## src/rtl/mux_scan_ctrl.sv

```systemverilog
// Round-robin select sequencer for mux_4to1: holds each enabled channel for D cycles, captures y on the last dwell cycle.
// Latency: sample_valid N*D edges after start; no backpressure (sample is overwritten each sweep, stop aborts at the next edge).
module mux_scan_ctrl #(
  parameter int DWELL_W = 8
) (
  input  logic               clk,
  input  logic               rst,
  input  logic               start,
  input  logic               stop,
  input  logic               continuous,
  input  logic [3:0]         ch_en,
  input  logic [DWELL_W-1:0] dwell,
  input  logic               y,
  output logic               s0,
  output logic               s1,
  output logic [3:0]         sample,
  output logic               sample_valid,
  output logic               busy
);

  typedef enum logic {IDLE, SCAN} state_t;

  state_t             state_q, state_d;
  logic [1:0]         sel_q, sel_d;
  logic [DWELL_W-1:0] cnt_q, cnt_d;
  logic [DWELL_W-1:0] dwell_q, dwell_d;
  logic [3:0]         en_q, en_d;
  logic [3:0]         shadow_q, shadow_d;
  logic [3:0]         sample_q, sample_d;
  logic               sv_q, sv_d;
  logic [3:0]         cap;

  function automatic logic [1:0] lowest_ch(input logic [3:0] m);
    lowest_ch = 2'd0;
    for (int i = 3; i >= 0; i--) begin
      if (m[i]) lowest_ch = 2'(i);
    end
  endfunction

  // Closest enabled channel strictly above c; has_next_ch says whether one exists.
  function automatic logic [1:0] next_ch(input logic [3:0] m, input logic [1:0] c);
    next_ch = c;
    for (int i = 3; i >= 0; i--) begin
      if (m[i] && (i > int'(c))) next_ch = 2'(i);
    end
  endfunction

  function automatic logic has_next_ch(input logic [3:0] m, input logic [1:0] c);
    has_next_ch = 1'b0;
    for (int i = 0; i < 4; i++) begin
      if (m[i] && (i > int'(c))) has_next_ch = 1'b1;
    end
  endfunction

  function automatic logic [DWELL_W-1:0] eff_dwell(input logic [DWELL_W-1:0] d);
    eff_dwell = (d == '0) ? DWELL_W'(1) : d;
  endfunction

  always_comb begin
    state_d  = state_q;
    sel_d    = sel_q;
    cnt_d    = cnt_q;
    dwell_d  = dwell_q;
    en_d     = en_q;
    shadow_d = shadow_q;
    sample_d = sample_q;
    sv_d     = 1'b0;
    cap      = shadow_q;
    cap[sel_q] = y;

    case (state_q)
      IDLE: begin
        if (start && !stop && (ch_en != 4'b0)) begin
          en_d     = ch_en;
          dwell_d  = eff_dwell(dwell);
          cnt_d    = eff_dwell(dwell);
          sel_d    = lowest_ch(ch_en);
          shadow_d = 4'b0;
          state_d  = SCAN;
        end
      end
      SCAN: begin
        if (stop) begin
          state_d = IDLE;
          sel_d   = 2'd0;
          cnt_d   = '0;
        end else if (cnt_q > DWELL_W'(1)) begin
          cnt_d = cnt_q - DWELL_W'(1);
        end else begin
          shadow_d = cap;
          if (has_next_ch(en_q, sel_q)) begin
            sel_d = next_ch(en_q, sel_q);
            cnt_d = dwell_q;
          end else begin
            // Sweep complete: publish, then either re-arm from fresh inputs or fall back to IDLE.
            sample_d = cap & en_q;
            sv_d     = 1'b1;
            shadow_d = 4'b0;
            if (continuous && (ch_en != 4'b0)) begin
              en_d    = ch_en;
              dwell_d = eff_dwell(dwell);
              cnt_d   = eff_dwell(dwell);
              sel_d   = lowest_ch(ch_en);
            end else begin
              state_d = IDLE;
              sel_d   = 2'd0;
              cnt_d   = '0;
            end
          end
        end
      end
      default: state_d = IDLE;
    endcase
  end

  always_ff @(posedge clk) begin
    if (rst) begin
      state_q  <= IDLE;
      sel_q    <= 2'd0;
      cnt_q    <= '0;
      dwell_q  <= '0;
      en_q     <= 4'b0;
      shadow_q <= 4'b0;
      sample_q <= 4'b0;
      sv_q     <= 1'b0;
    end else begin
      state_q  <= state_d;
      sel_q    <= sel_d;
      cnt_q    <= cnt_d;
      dwell_q  <= dwell_d;
      en_q     <= en_d;
      shadow_q <= shadow_d;
      sample_q <= sample_d;
      sv_q     <= sv_d;
    end
  end

  assign s0           = sel_q[0];
  assign s1           = sel_q[1];
  assign sample       = sample_q;
  assign sample_valid = sv_q;
  assign busy         = (state_q == SCAN);

endmodule

```

## config.mk

```make
export PLATFORM = sky130hd
export DESIGN_NAME = mux_scan_ctrl
export DESIGN_NICKNAME = d
export VERILOG_FILES = /design/src/rtl/mux_scan_ctrl.sv
export SDC_FILE = /design/constraint.sdc
export NUM_CORES = 1
export LEC_CHECK = 0
export ABC_AREA = 1
export BUFFER_PORTS_ARGS = -buffer_cell sky130_fd_sc_hd__clkbuf_2
export CAP_MARGIN = 20
export CORE_ASPECT_RATIO = 1.25
export CORE_MARGIN = 1
export CORE_UTILIZATION = 57
export DETAILED_ROUTE_END_ITERATION = 7
export PLACE_DENSITY = 0.9
export SETUP_SLACK_MARGIN = 0.2
export SKIP_CTS_REPAIR_TIMING = 1
export SLEW_MARGIN = 20
export SYNTH_ARGS = -nofsm -noshare
export SYNTH_HDL_FRONTEND = slang
export SYNTH_SLANG_ARGS = --single-unit
```

## constraint.sdc

```tcl
create_clock -name clk -period 2.2 [get_ports clk]
set_input_delay 0.33 -clock clk [delete_from_list [all_inputs] [get_ports clk]]
set_output_delay 0.33 -clock clk [all_outputs]
set_load 0.005 [all_outputs]
```

# After elaboration in Yosys (flattened, before gate mapping)

Cells that the tools add are included.

Bits in registers: 32
Output and inout port bits: 8

Bitwise logic cells: 5
Add/sub/neg operators: 1
Reduce and logical (&&, ||, !) cells: 15
$lt $le $gt $ge: 6
Equality and inequality tests: 7
Muxes and demuxes: 52

Operators by type and width:

| cell                                                                             | number |
|---|---|
| 8-bit 2-to-1 mux                                                                 | 10 |
| 4-bit 2-to-1 mux                                                                 | 9 |
| 8-bit one-hot mux with 2 select lines                                            | 2 |
| 2-bit 2-to-1 mux                                                                 | 12 |
| 4-bit one-hot mux with 2 select lines                                            | 2 |
| 1-bit 2-to-1 mux                                                                 | 13 |
| 8-bit by 1-bit greater-than comparator with 1-bit output (second input constant) | 1 |
| 8-bit logical NOT                                                                | 1 |
| 2-bit != test (second input constant)                                            | 4 |
| 8-bit by 1-bit subtractor with 8-bit output (second input constant)              | 1 |
| 1-bit logical AND                                                                | 7 |
| 6-bit != test (second input constant)                                            | 1 |
| 3-bit AND reduction                                                              | 2 |
| 5-bit AND reduction                                                              | 1 |
| 4-bit bitwise AND                                                                | 1 |
| 4-bit bitwise mux                                                                | 1 |
| 2-bit greater-than comparator (first input constant)                             | 2 |
| 1-bit inverter                                                                   | 4 |
| 2-bit one-hot mux with 2 select lines                                            | 1 |
| 4-bit AND reduction                                                              | 1 |
| 4-bit nonzero test                                                               | 1 |
| 4-bit OR reduction                                                               | 1 |
| 2-bit by 3-bit < comparator with 1-bit output (second input constant)            | 1 |
| 3-bit != test (second input constant)                                            | 1 |
| 6 further kinds                                                                  | 6 |

# Depth between registers and ports, before layout

Gate-level depths: netlist (run 1).

Depth in word-level cells: 12
Depth in mapped cells: 13
Mapped depth without buffers: 11

# Least setup slack after synthesis (run 1)

Ideal clock, no wire load.

Path kind: register -> register
From: register cnt_q[0]
To: register dwell_q[1]
Path buffers: 3
Stages on the path, launching flop included: 14
Required time: 2.068 ns
Data arrival time: 1.492 ns
Setup slack: 0.576 ns
Cells stage by stage: dfxtp_1 inv_1 ha_1 buf_4 inv_1 nand2_1 nand2_4 nor2_8 nand2_4 nand2_2 buf_6 buf_8 nand3_1 a21oi_1

Word-level cells in the longest chain between the ends: 3

Ends and longest elaborated chain:

| what                                                     | RTL line | source |
|---|---|---|
| from (decl)                                              | 25       | `logic [DWELL_W-1:0] cnt_q, cnt_d;` |
| from (signal assigned)                                   | 129      | `cnt_q <= cnt_d;` |
| 8-bit by 1-bit greater-than comparator with 1-bit output | 87       | `end else if (cnt_q > DWELL_W'(1)) begin` |
| 2-bit != test (no line)                                  | -        |  |
| 5-bit AND reduction (no line)                            | -        |  |
| to (signal assigned)                                     | 130      | `dwell_q <= dwell_d;` |
| to (decl)                                                | 26       | `logic [DWELL_W-1:0] dwell_q, dwell_d;` |

No other way between the ends.
A chain may end at the register's enable or synchronous reset.

# Worst setup path after layout (run 1)

From: register cnt_q[0]
To: register shadow_q[3]

Word-level cells in the longest chain between the ends: 3

Ends and longest elaborated chain:

| what                                                     | RTL line | source |
|---|---|---|
| 8-bit by 1-bit greater-than comparator with 1-bit output | 87       |  |
| 2-bit != test (no line)                                  | -        |  |
| 3-bit AND reduction (no line)                            | -        |  |
| to (signal assigned)                                     | 132      | `shadow_q <= shadow_d;` |
| to (decl)                                                | 28       | `logic [3:0] shadow_q, shadow_d;` |

No other way between the ends.

==> results.yml, run 1 <==
outcome:
  outcome: "complete, no violations"
timing:
  setup_tns_ps: 0
  finClkSkew_ps: 6.37
  slew_headroom_pct: 68.1
  slew_viol_final: 0
  hold_viol_final: 0
  tightest_slew_ps: 478
  rsz0062_at_grt: "false"
  finalCritPeriodShare_pct: 81.4
  max_freq_mhz: 558
  timing.final.crit_period_ps: 1790
  setup_viol: 0
route:
  routed_via_density: 5.73
  drc: 0
  firstDrtPassIters: 5
  wl_per_cell_um: 14.2
  routed-via-count: 1984
  drt_iter0_markers: 138
  ant_nets: 0
  wirelength_mm: 4.91
clock_network:
  cts_made_buffers: 5
  cts.clk_slew.worst_paths_ps: 70
  insertion_delay_ps: 300
  cts_sinks: 32
  clockBufferDepth: 2
  htreeDepth: 2
  cts-root-buf: "clkbuf_8"
  cts_tree: "done"
die:
  die_w_um: 53.5
  dieArea_um2: 3550
  rows: 23
  core-area_um2: 3190
  start_util_pct: 59.1
  io_pins: 26
  die_h_um: 66.3
synthesis:
  muxShareOfSynthArea_pct: 0
  synthSimpleGateAreaFrac_pct: 33.1
  synth.distinct_cells: 30
  netlist.area_leader.share_pct: 33.9
  ys_seq_area_share_pct: 33.9
  synthAdderAreaFrac_pct: 1.33
  syn-cell-area_um2: 1890
  synth_compound_area_share_pct: 22.2
  syn_inst: 285
  synth_largest_area_cell: "dfxtp_1"
  synth_xor_area_share_pct: 0.464
  yosys-top-cells-area: "dfxtp_1 34%, nand2_1 14%, a21oi_1 11%, o21ai_0 7.7%, nor2_1 5.6%"
  yosys_warnings: 0
  syn_area_per_cell_um2: 6.62
  synth_top_family_by_area: "simple AND/OR/NAND/NOR gates"
  synth_fp_nets: 305
  ys_ff_latch: 32
power_and_ir_drop:
  p_int_w: 0.000965
  p_total_w: 0.00149
  comb_power_share_pct: 24.6
  seqPwrFrac_pct: 44.0
  powerDensity_nw_per_um2: 709
  ir_worst_vdd_mv: 0.706
  p_switching_w: 0.000523
  p_leak_nw: 0.917
  p_sw_share_pct: 35.2
  pwr-share-clk_pct: 31.4
layout:
  drive_gt1_share_pct: 17.2
  n_antenna_cell: 0
  num-nets-final: 328
  num-fill-cells: 296
  final_util_pct: 65.7
  area_growth_syn_to_layout_pct: 11.2
global_routing:
  grt_first_pass_wirelength_mm: 7.96
  grt_pass1_vias: 1782
  grt_usage_pct: 31.3
  grt_max_degree: 20
  antenna_found_initial: 0
  grt.overflow.total: 0
setup_path:
  critPathCaptureType: "flop"
  cp-start-kind: "flop"
  critPathMaxFanout: 19
  critPathBufInv: 3
  worstPathArrival_ps: 2010
  crit_type: "reg2reg"
  critPathTopFamily: "simple AND/OR/NAND/NOR gates"
  critical-path-slowest-cell: "dfxtp_1"
  crit_chain: "inv_1, ha_2, inv_1, nand2_1, nand2_4, nor2_8, nand2_4, nand2_2, buf_4, o21ai_0, a21oi_1"
  cp_slowest_stage_delay_ps: 350
  worst_ep_required_time_ps: 2420
placement:
  port_buffers: 25
  dpl.hpwl_mm: 3.48
  gp_congestion: 0.894
worst_hold_path:
  hold_class: "in2reg"
flow_run:
  cap_violations: 0
routing by layer:
metal / part of all wire (%) / wire, um / track usage [%]
met1: 40 / 1940 / 35.1
met3: 4.6 / 225 / 7.13
met5: 0 / 0 / 0
met4: 2.9 / 142 / 14.8
met2: 53 / 2600 / 53.9
layout by cell type, fill, tap and decap left out, drive strengths merged, types with 4 or more instances in the layout:
cell type | netlist | routed
a31oi | 5 | 5
clkbuf | 3 | 30
a21oi | 43 | 43
inv | 25 | 25
nand4 | 4 | 4
nor2 | 33 | 33
dfxtp | 32 | 32
nand2 | 73 | 73
o21ai | 31 | 31
nand3 | 20 | 20
flip-flops by register name (all words and copies together) (netlist names):
| register | cells |
|---|---|
| busy | 1 |
| dwell_q | 8 |
| shadow_q | 4 |
| sample | 4 |
| cnt_q | 8 |
| sample_valid | 1 |
| en_q | 4 |
| sel_q | 2 |
cell type report:
| class | count | area (um2) | area share [%] |
|---|---|---|---|
| well taps | 37 | 46.3 | 2.21 |
| repair buffers | 27 | 140 | 6.67 |
| flip-flops and latches | 32 | 641 | 30.5 |
| multi-input cells | 217 | 1090 | 51.7 |
| inverters | 25 | 93.8 | 4.47 |
| clock buffers | 5 | 68.8 | 3.28 |
| clock inverters | 3 | 23.8 | 1.13 |
synthesized netlist by cell type:
library cell	instances
a21oi_1	42
a21oi_2	1
a31oi_1	5
buf_2	3
buf_4	3
buf_6	1
buf_8	1
clkbuf_1	3
dfxtp_1	32
ha_1	2
inv_1	24
inv_2	1
nand2_1	69
nand2_2	1
nand2_4	3
nand3_1	18
nand3_2	2
nand3b_1	2
nand4_1	4
nor2_1	28
nor2_2	1
nor2_4	3
nor2_8	1
nor3_1	1
o211a_1	1
o21ai_0	29
o21ai_1	1
o21ai_2	1
or2_2	1
xnor2_1	1
metrics by stage:
step | setup slack (ps) | cells | instance area, um2 | hold WS, ps
after floorplan | 576 | 285 | 1890 | 439
after global placement | 438 | 338 | 2000 | 451
after detailed placement | 350 | 338 | 2000 | 455
after CTS | 334 | 346 | 2090 | 300
after global routing | 262 | 346 | 2100 | 312
final | 409 | 346 | 2100 | 305
path summary, 6_finish.rpt:
kind / start / to / slack, ps / cells past startpoint
setup / recovery: cnt_q[0]$_SDFFE_PP0P_ / shadow_q[3]$_SDFFE_PP0P_ / 410 / 11
hold / removal: ch_en[1] / en_q[1]$_SDFFE_PP0P_ / 310 / 3
setup reg to reg: cnt_q[0]$_SDFFE_PP0P_ / shadow_q[3]$_SDFFE_PP0P_ / 410 / 11
hold reg to reg: sample[2]$_SDFFE_PP0P_ / sample[2]$_SDFFE_PP0P_ / 470 / 2
power by group through the flow:
| stage | Combinational [W] | Clock, W | Sequential, W |
|---|---|---|---|
| 2_1_floorplan | 0.000283 | 0 | 0.000657 |
| 3_3_place_gp | 0.000344 | 0 | 0.000666 |
| 4_1_cts | 0.000358 | 0.000471 | 0.000654 |
| 6_report | 0.000366 | 0.000467 | 0.000655 |
| 5_1_grt | 0.000409 | 0.000502 | 0.000660 |
| 3_5_place_dp | 0.000353 | 0 | 0.000666 |
worst reg2reg max path: stages (launching register included):
cell	delay (ps)
dfxtp_1	350
inv_1	100
ha_2	250
inv_1	60
nand2_1	100
nand2_4	70
nor2_8	110
nand2_4	70
nand2_2	80
buf_4	240
o21ai_0	120
a21oi_1	170
kinds of logic (layout without fill, tap and decap cells):
kind of cell | count (synthesis) | count (layout)
adders and majority gates | 2 | 2
buffers and inverters | 36 | 60
AOI/OAI and AO/OA | 80 | 80
xor gates and xnor gates | 1 | 1
DFF | 32 | 32
and+or+nand+nor | 134 | 134
Power figures use the tool's default switching activity.
==> run 2: changes to the inputs <==
Settings changed: CORE_UTILIZATION 57 to 51, PLACE_DENSITY 0.9 to 0.86.
Clock period 2.2 ns to 1.45 ns, I/O delays scaled along.
==> run 2 against run 1 <==
The run now ends with setup timing left. Critical path depth is the same. Sequential cell count stayed put. Hold slack worse by 100 ps. Design area grew 29%. Clock skew rose by 2.8 ps. Register-to-register slack worse by 550 ps. Global-route usage down 3.7 points. Via count up 19%. Combinational power rose to 2.7 times the previous value. Clock power up 62%. Utilization up 11 points. Largest power group unchanged. Highest routed layer unchanged.
==> results.yml, run 2 (synthesis gave the netlist of run 1 again) <==
timing:
  layout_setup_ws_ps: -146
  finClkSkew_ps: 9.12
  hold_viol_final: 0
  hold_slack_ps: 204
  max_freq_mhz: 627
  timing.final.crit_period_ps: 1600
  finalCritPeriodShare_pct: 110
  setup_viol: 30
  slew_viol_final: 0
  slew_headroom_pct: 63.4
  rsz0062_at_grt: "true"
  tightest_slew_ps: 549
route:
  drt_iter0_markers: 206
  wirelength_mm: 6.90
  routed-via-count: 2353
  ant_nets: 0
  drc: 0
  wl_per_cell_um: 17.8
  routed_via_density: 6.08
  firstDrtPassIters: 5
die:
  core-area_um2: 3510
  start_util_pct: 53.7
  rows: 24
  io_pins: 26
  die_h_um: 70.0
  dieArea_um2: 3950
  die_w_um: 56.4
global_routing:
  grt_usage_pct: 27.5
  antenna_found_initial: 0
  grt_max_degree: 19
  grt_pass1_vias: 2061
  grt.overflow.total: 0
  grt_first_pass_wirelength_mm: 8.54
outcome:
  violations: "setup timing"
  outcome: "finished with violations"
power_and_ir_drop:
  p_total_w: 0.00272
  p_leak_nw: 1.17
  powerDensity_nw_per_um2: 1000
  ir_worst_vdd_mv: 1.02
worst_hold_path:
  hold_class: "in2reg"
layout:
  mostFrequentLayoutCells: "58 x nand2_1, 33 x buf_4, 29 x dfxtp_1"
  n_antenna_cell: 0
  multi_input_area_um2: 1330
  register_area_um2: 647
  reg.largest.list: "cnt_q (8), dwell_q (8)"
  area_growth_syn_to_layout_pct: 43.6
  layout_commonest_cell: "nand2_1"
  num-fill-cells: 216
  final_util_pct: 77.2
  num-nets-final: 368
  drive_gt1_share_pct: 40.8
clock_network:
  cts_tree: "done"
  cts_made_buffers: 5
  clockBufferDepth: 2
  htreeDepth: 2
  cts_sinks: 32
  cts.clk_slew.worst_paths_ps: 70
  insertion_delay_ps: 290
  cts-root-buf: "clkbuf_8"
setup_path:
  worst_ep_required_time_ps: 1620
  worstPathArrival_ps: 1770
  cp-start-kind: "flop"
  crit_type: "reg2reg"
  critPathCaptureType: "flop"
  critPathMaxFanout: 4
placement:
  port_buffers: 25
  dpl.hpwl_mm: 3.78
  gp_congestion: 0.946
flow_run:
  cap_violations: 0
-- run 2: worst max-delay path: stages, from the launching register on --
cell     delay [ps]
dfxtp_4         390
inv_4            50
ha_4            170
inv_2            50
nand2_2          60
nand2_4          90
nor2_8           40
buf_4           150
o21ai_4         190
nand2_1         130
nand2_1         120
a21oi_2          40
-- run 2: final timing paths --
| check | from | endpoint | slack (ps) | cells past startpoint |
|---|---|---|---|---|
| setup / recovery | cnt_q[0]$_SDFFE_PP0P_ | sel_q[0]$_SDFFE_PP0P_ | -150 | 11 |
| hold / removal | ch_en[1] | en_q[1]$_SDFFE_PP0P_ | 200 | 3 |
| setup reg to reg | cnt_q[0]$_SDFFE_PP0P_ | sel_q[0]$_SDFFE_PP0P_ | -150 | 11 |
| hold reg to reg | sample[1]$_SDFFE_PP0P_ | sample[1]$_SDFFE_PP0P_ | 470 | 2 |
-- run 2: per-stage QoR --
stage / TNS [ps] / cells / setup WS [ps] / area [um2]
2_1_floorplan: -486 / 285 / -52.2 / 1930
3_3_place_gp: -512 / 372 / -53.0 / 2280
3_5_place_dp: -1220 / 372 / -80.6 / 2280
4_1_cts: -1930 / 379 / -127 / 2380
5_1_grt: -3760 / 387 / -193 / 2710
6_report: -1990 / 387 / -146 / 2710
-- run 2: layout make-up --
type / instances / area share, %
clock buffers: 7 / 3.55
inverters: 25 / 3.55
multi-input cells: 217 / 48.9
flip-flops and latches: 32 / 23.9
well taps: 39 / 1.80
repair buffers: 67 / 18.3
-- run 2: layer usage --
metal | vias to the layer above | track usage (%) | wire (um)
met2 | 153 | 49.0 | 3620
li1 | 1065 | - | -
met1 | 1089 | 29.1 | 2470
met4 | 0 | 14.1 | 379
met5 | - | 0 | 0
met3 | 46 | 7.41 | 442
-- run 2: power by group --
part	leakage, nW	total, W	internal [W]	switching [W]
sequential	0.263	0.000988	0.000936	0.0000529
clock	0.0503	0.000756	0.000422	0.000333
combinational	0.853	0.000975	0.000412	0.000564
total	1.17	0.00272	0.00177	0.000950
